File: src/rtl/instr_encoder_loader_if.sv
// Field/handshake and instruction-memory write bus for instr_encoder_loader.
// master: program source (bench or boot path); slave: the encoder/loader.
interface instr_encoder_loader_if;
  logic        load_start;
  logic        load_end;
  logic        in_valid;
  logic        in_ready;
  logic [2:0]  kind;
  logic [2:0]  funct3;
  logic [6:0]  funct7;
  logic [4:0]  rd;
  logic [4:0]  rs1;
  logic [4:0]  rs2;
  logic [31:0] imm;
  logic        imem_we;
  logic [31:0] imem_addr;
  logic [31:0] imem_wdata;
  logic [15:0] instr_count;
  logic        done;
  logic        range_err;

  modport master (
    output load_start, load_end, in_valid, kind, funct3, funct7, rd, rs1, rs2, imm,
    input  in_ready, imem_we, imem_addr, imem_wdata, instr_count, done, range_err
  );

  modport slave (
    input  load_start, load_end, in_valid, kind, funct3, funct7, rd, rs1, rs2, imm,
    output in_ready, imem_we, imem_addr, imem_wdata, instr_count, done, range_err
  );
endinterface

File: src/rtl/instr_encoder_loader.sv
// Builds RV32 R/I/S/B/U/J words from decoded fields and writes them sequentially to imem.
// Optional immediate range checking is enabled by defining INSTR_RANGE_CHECK_EN.
module instr_encoder_loader #(
  parameter int unsigned DEPTH     = 256,
  parameter logic [31:0] BASE_ADDR = 32'h0000_0000
) (
  input logic                    clk,
  input logic                    rst,
  instr_encoder_loader_if.slave  bus
);

  localparam logic [6:0]  OpR = 7'b0110011;
  localparam logic [6:0]  OpI = 7'b0010011;
  localparam logic [6:0]  OpS = 7'b0100011;
  localparam logic [6:0]  OpB = 7'b1100011;
  localparam logic [6:0]  OpU = 7'b0110111;
  localparam logic [6:0]  OpJ = 7'b1101111;
  localparam logic [15:0] DepthLast = 16'(DEPTH - 1);

  typedef enum logic [1:0] {
    StIdle,
    StLoad,
    StDone
  } state_e;

  state_e      state_q, state_d;
  logic [15:0] count_q, count_d;
  logic        range_err_q, range_err_d;
  logic        we_q, we_d;
  logic [31:0] addr_q, addr_d;
  logic [31:0] wdata_q, wdata_d;

  logic        in_ready;
  logic        accept;
  logic        kind_ok;
  logic        imm_ok;
  logic        do_write;
  logic        do_drop;
  logic [31:0] enc_word;
  logic [31:0] imm;

  assign imm = bus.imm;

  // Instruction word assembly; invalid kinds produce 0 but are never written.
  always_comb begin
    enc_word = 32'h0;
    kind_ok  = 1'b1;
    unique case (bus.kind)
      3'd0: enc_word = {bus.funct7, bus.rs2, bus.rs1, bus.funct3, bus.rd, OpR};
      3'd1: enc_word = {imm[11:0], bus.rs1, bus.funct3, bus.rd, OpI};
      3'd2: enc_word = {imm[11:5], bus.rs2, bus.rs1, bus.funct3, imm[4:0], OpS};
      3'd3: enc_word = {imm[12], imm[10:5], bus.rs2, bus.rs1, bus.funct3, imm[4:1], imm[11],
                        OpB};
      3'd4: enc_word = {imm[31:12], bus.rd, OpU};
      3'd5: enc_word = {imm[20], imm[10:1], imm[11], imm[19:12], bus.rd, OpJ};
      default: kind_ok = 1'b0;
    endcase
  end

`ifdef INSTR_RANGE_CHECK_EN
  // The immediate must round-trip through its encoded field unchanged.
  always_comb begin
    imm_ok = 1'b1;
    unique case (bus.kind)
      3'd1, 3'd2: imm_ok = (imm == {{20{imm[11]}}, imm[11:0]});
      3'd3:       imm_ok = (imm == {{19{imm[12]}}, imm[12:0]}) && !imm[0];
      3'd4:       imm_ok = (imm[11:0] == 12'h000);
      3'd5:       imm_ok = (imm == {{11{imm[20]}}, imm[20:0]}) && !imm[0];
      default:    imm_ok = 1'b1;
    endcase
  end
`else
  logic unused_imm;
  assign imm_ok     = 1'b1;
  assign unused_imm = imm[0];
`endif

  assign in_ready = (state_q == StLoad);
  assign accept   = bus.in_valid && in_ready;
  // A restart discards any word offered in the same cycle.
  assign do_write = accept && !bus.load_start && kind_ok && imm_ok;
  assign do_drop  = accept && !bus.load_start && !(kind_ok && imm_ok);

  always_comb begin
    state_d     = state_q;
    count_d     = count_q;
    range_err_d = range_err_q;
    we_d        = 1'b0;
    addr_d      = addr_q;
    wdata_d     = wdata_q;

    if (do_write) begin
      we_d    = 1'b1;
      addr_d  = BASE_ADDR + {14'b0, count_q, 2'b00};
      wdata_d = enc_word;
      count_d = count_q + 16'd1;
    end
    if (do_drop) begin
      range_err_d = 1'b1;
    end

    unique case (state_q)
      StIdle: begin
        if (bus.load_start) state_d = StLoad;
      end
      StLoad: begin
        if (bus.load_start) begin
          state_d = StLoad;
        end else if (bus.load_end || (do_write && count_q == DepthLast)) begin
          state_d = StDone;
        end
      end
      StDone: begin
        if (bus.load_start) state_d = StLoad;
      end
      default: state_d = StIdle;
    endcase

    if (bus.load_start) begin
      count_d     = 16'd0;
      range_err_d = 1'b0;
    end
  end

  always_ff @(posedge clk) begin
    if (rst) begin
      state_q     <= StIdle;
      count_q     <= 16'd0;
      range_err_q <= 1'b0;
      we_q        <= 1'b0;
      addr_q      <= 32'h0;
      wdata_q     <= 32'h0;
    end else begin
      state_q     <= state_d;
      count_q     <= count_d;
      range_err_q <= range_err_d;
      we_q        <= we_d;
      addr_q      <= addr_d;
      wdata_q     <= wdata_d;
    end
  end

  assign bus.in_ready    = in_ready;
  assign bus.imem_we     = we_q;
  assign bus.imem_addr   = addr_q;
  assign bus.imem_wdata  = wdata_q;
  assign bus.instr_count = count_q;
  assign bus.done        = (state_q == StDone);
  assign bus.range_err   = range_err_q;

endmodule
File: src/flat_wrapper.sv
// flat-port wrapper written by rule: the top's interface ports become plain ports
module instr_encoder_loader_flat 
#(
  parameter int unsigned DEPTH     = 256,
  parameter logic [31:0] BASE_ADDR = 32'h0000_0000
)
  (clk, rst, bus_load_start, bus_load_end, bus_in_valid, bus_kind, bus_funct3, bus_funct7, bus_rd, bus_rs1, bus_rs2, bus_imm, bus_in_ready, bus_imem_we, bus_imem_addr, bus_imem_wdata, bus_instr_count, bus_done, bus_range_err);
  instr_encoder_loader_if bus_i ();
  input logic clk;
  input logic rst;
  input wire logic [$bits(bus_i.load_start)-1:0] bus_load_start;
  input wire logic [$bits(bus_i.load_end)-1:0] bus_load_end;
  input wire logic [$bits(bus_i.in_valid)-1:0] bus_in_valid;
  input wire logic [$bits(bus_i.kind)-1:0] bus_kind;
  input wire logic [$bits(bus_i.funct3)-1:0] bus_funct3;
  input wire logic [$bits(bus_i.funct7)-1:0] bus_funct7;
  input wire logic [$bits(bus_i.rd)-1:0] bus_rd;
  input wire logic [$bits(bus_i.rs1)-1:0] bus_rs1;
  input wire logic [$bits(bus_i.rs2)-1:0] bus_rs2;
  input wire logic [$bits(bus_i.imm)-1:0] bus_imm;
  output wire logic [$bits(bus_i.in_ready)-1:0] bus_in_ready;
  output wire logic [$bits(bus_i.imem_we)-1:0] bus_imem_we;
  output wire logic [$bits(bus_i.imem_addr)-1:0] bus_imem_addr;
  output wire logic [$bits(bus_i.imem_wdata)-1:0] bus_imem_wdata;
  output wire logic [$bits(bus_i.instr_count)-1:0] bus_instr_count;
  output wire logic [$bits(bus_i.done)-1:0] bus_done;
  output wire logic [$bits(bus_i.range_err)-1:0] bus_range_err;
  assign bus_i.load_start = bus_load_start;
  assign bus_i.load_end = bus_load_end;
  assign bus_i.in_valid = bus_in_valid;
  assign bus_i.kind = bus_kind;
  assign bus_i.funct3 = bus_funct3;
  assign bus_i.funct7 = bus_funct7;
  assign bus_i.rd = bus_rd;
  assign bus_i.rs1 = bus_rs1;
  assign bus_i.rs2 = bus_rs2;
  assign bus_i.imm = bus_imm;
  assign bus_in_ready = bus_i.in_ready;
  assign bus_imem_we = bus_i.imem_we;
  assign bus_imem_addr = bus_i.imem_addr;
  assign bus_imem_wdata = bus_i.imem_wdata;
  assign bus_instr_count = bus_i.instr_count;
  assign bus_done = bus_i.done;
  assign bus_range_err = bus_i.range_err;
  instr_encoder_loader #(.DEPTH(DEPTH), .BASE_ADDR(BASE_ADDR)) u_core (.clk(clk), .rst(rst), .bus(bus_i));
endmodule
File: config.mk
export PLATFORM = sky130hd
export DESIGN_NAME = instr_encoder_loader_flat
export DESIGN_NICKNAME = d
export VERILOG_FILES = /design/src/rtl/instr_encoder_loader_if.sv /design/src/rtl/instr_encoder_loader.sv /design/src/flat_wrapper.sv
export SDC_FILE = /design/constraint.sdc
export NUM_CORES = 1
export LEC_CHECK = 0
export ABC_AREA = 1
export BUFFER_PORTS_ARGS = -buffer_cell sky130_fd_sc_hd__buf_2
export CORE_MARGIN = 4
export CORE_UTILIZATION = 47
export CTS_CLUSTER_SIZE = 12
export DETAILED_ROUTE_END_ITERATION = 12
export PLACE_DENSITY = 0.8
export SYNTH_ARGS = -nofsm -noshare
export SYNTH_HDL_FRONTEND = slang
export SYNTH_SLANG_ARGS = --single-unit
File: constraint.sdc
create_clock -name clk -period 1.85 [get_ports clk]
set_clock_uncertainty 0.15 [all_clocks]
set_input_delay 0 -clock clk [delete_from_list [all_inputs] [get_ports clk]]
set_output_delay 0 -clock clk [all_outputs]
set_load 0.01 [all_outputs]
* Word level (Yosys, flattened, before mapping) *
Cells that the tools add are included.

operators by class
  add/sub/neg operators = 1
  equal/unequal tests = 10
  muxes and demuxes = 7
  reduce and logical (&&, ||, !) cells = 14

operator list
  kind                                                    count
  case mux 32 bit (6 select lines)                        1
  adder 16 x 1 -> 16 bit (second input constant)          1
  == test 16 x 8 -> 1 bit (second input constant)         1
  == test 3 x 2 -> 1 bit (second input constant)          2
  == test 3 bit (second input constant)                   2
  2-to-1 mux 2 bit                                        3
  OR reduction 6 bit                                      1
  logical AND 1 bit                                       5
  case mux 2 bit (2 select lines)                         1
  OR reduction 2 bit                                      2
  == test 3 x 1 -> 1 bit (second input constant)          1
  zero test 3 bit                                         1
  inequality test 3 bit (second input constant)           1
  == test 2 x 1 -> 1 bit (second input constant)          1
  == test 2 bit (second input constant)                   1
  zero test 1 bit                                         2
  zero test 2 bit                                         1
  2-to-1 mux 1 bit                                        2
  inequality test 2 x 1 -> 1 bit (second input constant)  1
  AND reduction 2 bit                                     1
  logical OR 1 bit                                        1

storage, ports and cells
  register bits = 68
  bits of input ports = 65
  logic and storage cells = 38

* Logic depth before layout (Yosys ltp) *
Gate-level depths: netlist of run 1.

  depth in word-level cells = 9
  depth in mapped cells = 10

* Worst setup path after synthesis of run 1 *
No wires, ideal clock.

  kind = register -> register
  start point = register u_core.count_q[1] (netlist: u_core.bus.instr_count[1])
  end point = register u_core.count_q[10] (netlist: u_core.bus.instr_count[10])
  setup time = 0.116 ns
  arrival time = 1.322 ns
  data required time = 1.584 ns
  slack = 0.262 ns
  stages on the path, launching flop included = 9
  buffers on the path = 0
  period minus slack after synthesis = 1.588 ns
  cell sequence = dfxtp_1 ha_1 nand2_1 nor2_1 inv_1 nor2_2 nand2_1 o21ai_0 nor2_1

between the ends
  longest elaborated chain between the ends = 1

RTL lines
  what                    line                         text
  start, declared         instr_encoder_loader.sv:27   logic [15:0] count_q, count_d;
  start signal, assigned  instr_encoder_loader.sv:135  count_q <= count_d;
  adder 16 x 1 -> 16 bit  instr_encoder_loader.sv:96   count_d = count_q + 16'd1;

No other way between the ends.
A chain may end at the register's enable or synchronous reset.

* Worst setup path in the final report of run 1 *
  start point = input port bus_kind[1]
  end point = register u_core.wdata_q[20] (netlist: u_core.bus.imem_wdata[20])

between the ends
  longest elaborated chain between the ends = 4
  elaborated cells between the ends (all ways) = 10
  those cells by class = 5 x eq/ne; 2 x mux; 3 x reduce/logical

RTL lines
  what                                            line                         text
  start, declared                                 flat_wrapper.sv:14           input wire logic [$bits(bus_i.kind)-1:0] bus_kind;
  == test 3 x 1 -> 1 bit (tied with other cells)  instr_encoder_loader.sv:48   unique case (bus.kind)
  OR reduction 6 bit (no line)                    -
  2-to-1 mux 1 bit                                instr_encoder_loader.sv:48
  logical AND 1 bit                               instr_encoder_loader.sv:81   assign do_write = accept && !bus.load_start && kind_ok && imm_ok;
  end signal, assigned                            instr_encoder_loader.sv:139  wdata_q <= wdata_d;
  end, declared                                   instr_encoder_loader.sv:31   logic [31:0] wdata_q, wdata_d;

Parallel ways exist; a longest one is shown, timed or not.

==> impl_metrics.json, run 1 <==
{
  "cpMostUsedCell": "nand2_1",
  "fin_setup_tns_ns": 0,
  "numCtsBuffers": 9,
  "floorplan.initialDensity_pct": 48.48,
  "period_minus_slack_ns": 1.686,
  "period_share_pct": 91.11,
  "synth-seq-cells": 67,
  "required_ns": 1.93,
  "reg2reg_from": "u_core.bus.instr_count[0]",
  "portBuffers": 132,
  "ant_nets": 0,
  "p_sw_mw": 0.8171,
  "grt_util_all_layers_pct": 26.12,
  "path_cells": "buf_2 > inv_2 > nand2_1 > nand2_1 > inv_1 > nand2_1 > nand2_1 > dlygate4sd3_1 > nor3_1 > nor2_1",
  "die_area_um2": 8454,
  "synth.top_cells.by_count": "nand2_1, dfxtp_1, nor2_1, a21oi_1, o21ai_0",
  "setup_viol": 0,
  "p_per_area_nw_per_um2": 680.7,
  "die_h_um": 91.95,
  "worst_pin_slew_ns": 0.5229,
  "power_frac_seq_pct": 45.5,
  "drt-vias-per-instance": 5.083,
  "cp_max_fo": 12,
  "async_reset_ff_share_pct": 0,
  "fmax_ghz": 0.5933,
  "relSlewSlack_pct": 65.03,
  "ys_types": 36,
  "nFillCells": 563,
  "slowest_delay_ns": 0.57,
  "netlist_instances": 475,
  "cts_tree": "built",
  "rr_worst_depth": 8,
  "rows": 30,
  "die_width_um": 91.95,
  "hold_path_class": "in -> reg",
  "grt_pass1_vias": 3921,
  "via_count": 3914,
  "clockPowerShare_pct": 40.8,
  "path_class": "in -> reg",
  "yosysMostFrequentCell": "nand2_1",
  "synth_edf_count": 0,
  "cp.arrival_ns": 1.76,
  "synth_area_per_cell_um2": 6.972,
  "leakage_nw": 2.340,
  "place_area_um2": 3965,
  "placedCellCount": 693,
  "grt_overflow": 0,
  "ioPinCount": 149,
  "p_sw_share_pct": 25.06,
  "clock_sinks": 67,
  "drt_iter0_drc": 217,
  "core_um2": 6832,
  "synth_top_area_share_pct": 40.50,
  "p_comb_share_pct": 13.7,
  "dp_hpwl_um": 7031,
  "clkLatencyLatePin_ns": 0.34,
  "grt_pass1_wl_um": 17910,
  "p_int_mw": 2.444,
  "slew_viol_final": 0,
  "max_cap_violations": 0,
  "antenna_cells": 0,
  "endpoint": "u_core.bus.imem_wdata[20]",
  "ys_seq_area_share_pct": 40.50,
  "crit_path_end_kind": "register",
  "post-route-drc-count": 0,
  "detailedRoute.firstPassIterationCount": 5,
  "yosys-top-cells-area": "dfxtp_1, nand2_1, a21oi_1",
  "ir_drop_mv": 0.5079,
  "synth_ff_type": "dfxtp_1",
  "max-clock-path-buffers": 2,
  "cp-start-kind": "input pin",
  "yosys_warnings": 0,
  "r2r_end": "u_core.bus.instr_count[10]",
  "hold_viol_final": 0,
  "final_area_um2": 4791,
  "drt_wl_total_um": 10860,
  "synthesis.area_um2": 3312,
  "rsz0062_at_grt": "no",
  "r2r_slack_ns": 0.22,
  "syn2layout_area_growth_pct": 44.65,
  "ctsHtreeMaxLevel": 3,
  "instances_no_fill": 770,
  "yosys.area.top_type": "dfxtp_1",
  "slowest_stage": "dlygate4sd3_1",
  "wl_per_cell_um": 14.11,
  "status": "finished clean",
  "drive_gt1_share_pct": 26.26,
  "globalplace.congestion": 0.8817,
  "whs_path_depth": 6,
  "startpoint": "bus_kind[1]",
  "root_buffer": "clkbuf_8",
  "antenna_found_initial": 0,
  "grt_max_degree": 30,
  "path_clk_slew_ns": 0.07,
  "layout.nets": 735
}
metrics by stage:
step	hold WS [ns]	power [mW]	util [%]	setup slack, ns
3_3_place_gp	0.09067	1.825	58.04	0.3359
5_1_grt	0.07337	3.375	70.13	0.06847
6_report	0.02840	3.261	70.13	0.1644
4_1_cts	0.0006997	3.252	70.04	0.2325
3_5_place_dp	0.09620	1.831	58.04	0.2579
2_1_floorplan	-0.08093	1.719	-	0.2621
power groups by stage:
stage	combinational, mW	sequential [mW]	clock (mW)
2_1_floorplan	0.191	1.53	0
6_report	0.448	1.48	1.33
4_1_cts	0.427	1.48	1.34
3_3_place_gp	0.310	1.51	0
3_5_place_dp	0.315	1.52	0
5_1_grt	0.489	1.49	1.40
worst max-delay path, delay by kind of cell:
kind | cells | cell delay, ns
buf+inv | 4 | 1.06
simple gates | 6 | 0.68
layout make-up:
type	count	area (um^2)	share of cell area, %
clock buffers	11	131.4	2.742
repair buffers	205	1361	28.41
multi-input cells	346	1609	33.59
flip-flops and latches	67	1341	28.00
clock inverters	5	77.57	1.619
well taps	96	120.1	2.507
inverters	40	150.1	3.134
repair_timing:
item                                    in CTS  in global routing
gates resized for setup                      0                  1
hold buffers                                61                  0
buffers inserted                             0                  0
endpoints found under the setup margin       0                  1
hold endpoints to repair                    42                  0
cell usage in the layout, fill, tap and decap left out, types with 2 or more instances in the layout:
master,netlist,routed
a211oi_1,2,2
a21oi_1,38,38
a31oi_1,6,6
buf_2,4,132
buf_4,18,12
bufinv_16,0,2
clkbuf_1,5,2
clkbuf_8,0,9
clkinv_2,0,2
conb_1,1,16
dfxtp_1,67,67
dlygate4sd3_1,0,61
inv_1,35,34
inv_2,4,5
nand2_1,140,140
nand3_1,26,26
nand4_1,4,4
nor2_1,44,44
nor2_2,4,4
nor2_4,3,3
nor3_1,6,6
nor3_4,1,2
o211a_1,2,2
o21ai_0,38,38
xnor2_1,2,2
xor2_1,2,2
cells by family after synthesis:
logic type	count (synthesis)	share of synthesized area, %
other cells	1	0.1132
buf+inv	77	12.81
fa+ha+maj	1	0.3777
flops	67	40.50
xor+xnor	4	1.058
simple gates	235	30.60
compound gates	90	14.54
state kept, by name, summed over array words and instances (netlist names):
| signal | cells |
|---|---|
| u_core.bus.range_err | 1 |
| u_core.state_q | 2 |
| u_core.bus.instr_count | 16 |
| u_core.bus.imem_wdata | 31 |
| u_core.bus.imem_addr | 16 |
| u_core.bus.imem_we | 1 |
routing by layer:
| layer | GRT usage [%] | up-vias | wire [um] |
|---|---|---|---|
| met5 | 0 | - | 0 |
| met1 | 30.44 | 1777 | 4339 |
| met4 | 15.72 | 0 | 437 |
| met2 | 42.40 | 203 | 5146 |
| met3 | 7.465 | 45 | 938 |
| li1 | - | 1889 | - |
worst min path at each step:
stage                        from                        end
floorplan                     rst          u_core.state_q[0]
global placement      bus_imm[30]  u_core.bus.imem_wdata[30]
detailed placement  bus_funct7[2]  u_core.bus.imem_wdata[27]
CTS                   bus_kind[2]  u_core.bus.imem_wdata[17]
global route          bus_kind[2]  u_core.bus.imem_wdata[12]
finish                bus_kind[2]  u_core.bus.imem_wdata[16]
No activity file was read; power rests on OpenSTA's default activity.
==> inputs of run 2 (changes only) <==
CORE_UTILIZATION = 49   (was 47)
CTS_BUF_LIST = sky130_fd_sc_hd__clkbuf_2 sky130_fd_sc_hd__clkbuf_4 sky130_fd_sc_hd__clkbuf_8   (was unset)
PLACE_DENSITY = 0.83   (was 0.8)
==> run 2 against run 1 <==
- die area down 3.7%
- sequential power about the same
- utilization is 3.4 points higher
- final cell count is 2.3% lower
- non-clock buffer count decreased by 1
- register-to-register slack worse by 0.07 ns
- wire length rose by 11%
==> impl_metrics.json, run 2 (synthesized netlist as in run 1, its figures left out) <==
{
  "place_ws_ns": 0.1985,
  "layout_setup_ws_ns": 0.1443,
  "via_count": 4000,
  "ioPinCount": 149,
  "clkLatencyLatePin_ns": 0.34,
  "r2r_end": "u_core.bus.instr_count[10]",
  "instances_no_fill": 752,
  "slowest_delay_ns": 0.59,
  "path_clk_slew_ns": 0.08,
  "antenna_found_initial": 2,
  "final_area_um2": 4751,
  "path_cells": "buf_2 > inv_2 > nor3_2 > buf_4 > nand2_1 > nand2_1 > dlygate4sd3_1 > nor2_2 > nand3_1 > nand2_1 > inv_1",
  "leakage_nw": 2.323,
  "largest_reg_flops": 31,
  "r2r_slack_ns": 0.15,
  "root_buffer": "clkbuf_8",
  "grt_max_degree": 38,
  "slowest_stage": "dlygate4sd3_1",
  "drt_iter0_drc": 296,
  "floorplan.initialDensity_pct": 51.28,
  "crit_path_end_kind": "register",
  "portBuffers": 132,
  "cp-start-kind": "input pin",
  "clock_sinks": 67,
  "p_int_mw": 2.201,
  "wl_per_cell_um": 16.05,
  "status": "finished clean",
  "fin_setup_tns_ns": 0,
  "detailedRoute.firstPassIterationCount": 5,
  "die_area_um2": 8139,
  "p_sw_share_pct": 27.28,
  "postCtsSetupBuffers": 0,
  "place_area_um2": 3951,
  "cpMostUsedCell": "nand2_1",
  "power_mw": 3.026,
  "holdWs_ns": 0.05063,
  "globalplace.congestion": 0.9191,
  "period_share_pct": 92.20,
  "dp_hpwl_um": 7109,
  "grt_pass1_vias": 4048,
  "grt_overflow": 0,
  "fmax_ghz": 0.5863,
  "ctsHtreeMaxLevel": 3,
  "setup_viol": 0,
  "syn2layout_area_growth_pct": 43.45,
  "ir_drop_mv": 0.4747,
  "max-clock-path-buffers": 2,
  "rows": 29,
  "cts_tree": "built",
  "grt_util_all_layers_pct": 30.10,
  "die_h_um": 90.22,
  "core_um2": 6459,
  "required_ns": 2.00,
  "power_frac_seq_pct": 49.0,
  "rsz0062_at_grt": "no",
  "final_common_cell": "nand2_1",
  "drt_wl_total_um": 12070,
  "p_comb_share_pct": 15.3,
  "nFillCells": 478,
  "numCtsBuffers": 9,
  "reg2reg_from": "u_core.state_q[0]",
  "slew_viol_final": 0,
  "hold_viol_final": 0,
  "placedCellCount": 672,
  "p_per_area_nw_per_um2": 637.0,
  "layout.nets": 734,
  "drt-vias-per-instance": 5.319,
  "hold_path_class": "in -> reg",
  "die_width_um": 90.22,
  "final_core_util_pct": 73.56,
  "post-route-drc-count": 0,
  "p_sw_mw": 0.8257,
  "endpoint": "u_core.bus.imem_wdata[31]",
  "cp_max_fo": 9,
  "max_cap_violations": 0,
  "rr_worst_depth": 8,
  "drive_gt1_share_pct": 26.45,
  "cp.arrival_ns": 1.85,
  "grt_pass1_wl_um": 19640,
  "layout_common_cells": "nand2_1, buf_2, dfxtp_1",
  "period_minus_slack_ns": 1.706,
  "path_class": "in -> reg",
  "ant_nets": 0,
  "startpoint": "bus_kind[2]",
  "clockPowerShare_pct": 35.6
}
==> run 2: changes by cell type in the layout (fill, tap and decap cells not counted), sizes merged <==
cell,delta
dlygate4sd3,+1
clkinvlp,+1
diode,+2
bufinv,-2
clkinv,+1
buf,-3
clkbuf,+1
==> run 2: worst min path at each step <==
stage | to | depth (start not counted) | startpoint
6_report | u_core.bus.imem_wdata[8] | 4 | bus_kind[1]
5_1_grt | u_core.bus.imem_wdata[8] | 4 | bus_kind[1]
4_1_cts | u_core.bus.imem_wdata[4] | 4 | bus_kind[2]
3_5_place_dp | u_core.bus.imem_wdata[27] | 3 | bus_funct7[2]
3_3_place_gp | u_core.bus.imem_wdata[27] | 3 | bus_funct7[2]
2_1_floorplan | u_core.state_q[0] | 1 | rst
==> run 2: area by class of cell <==
cell class | count | area, um^2 | area share (%)
Antenna cell | 2 | 5.005 | 0.1053
Clock buffer | 11 | 138.9 | 2.923
Sequential cell | 67 | 1341 | 28.23
Inverter | 40 | 150.1 | 3.160
Clock inverter | 5 | 30.03 | 0.6321
Timing Repair Buffer | 204 | 1384 | 29.13
Multi-Input combinational cell | 346 | 1605 | 33.79
Tap cell | 77 | 96.34 | 2.028
==> run 2: power groups by stage <==
stage               registers (mW)  logic (mW)  clock network (mW)
global placement              1.51       0.312                   0
floorplan                     1.53       0.191                   0
finish                        1.48       0.463                1.08
global route                  1.49       0.500                1.15
detailed placement            1.52       0.320                   0
CTS                           1.48       0.434                1.09
==> run 2: worst max-delay path, delay by kind of cell <==
kind / cells / cell delay, ns
simple gates: 6 / 0.68
buf+inv: 5 / 1.16
==> run 2: timing repair <==
| action | in CTS | in global routing |
|---|---|---|
| setup endpoints to repair | 0 | 2 |
| gates resized for setup | 0 | 2 |
| endpoints found under the hold margin | 43 | 0 |
| hold buffers | 63 | 0 |
==> run 2: routing by layer <==
metal  wire length, um  share of wire (%)  global-route usage [%]
met2              5646                 47                   49.84
met4               695                5.8                   20.03
met3              1069                8.9                   8.514
met5                 0                  0                       0
met1              4654                 39                   33.61
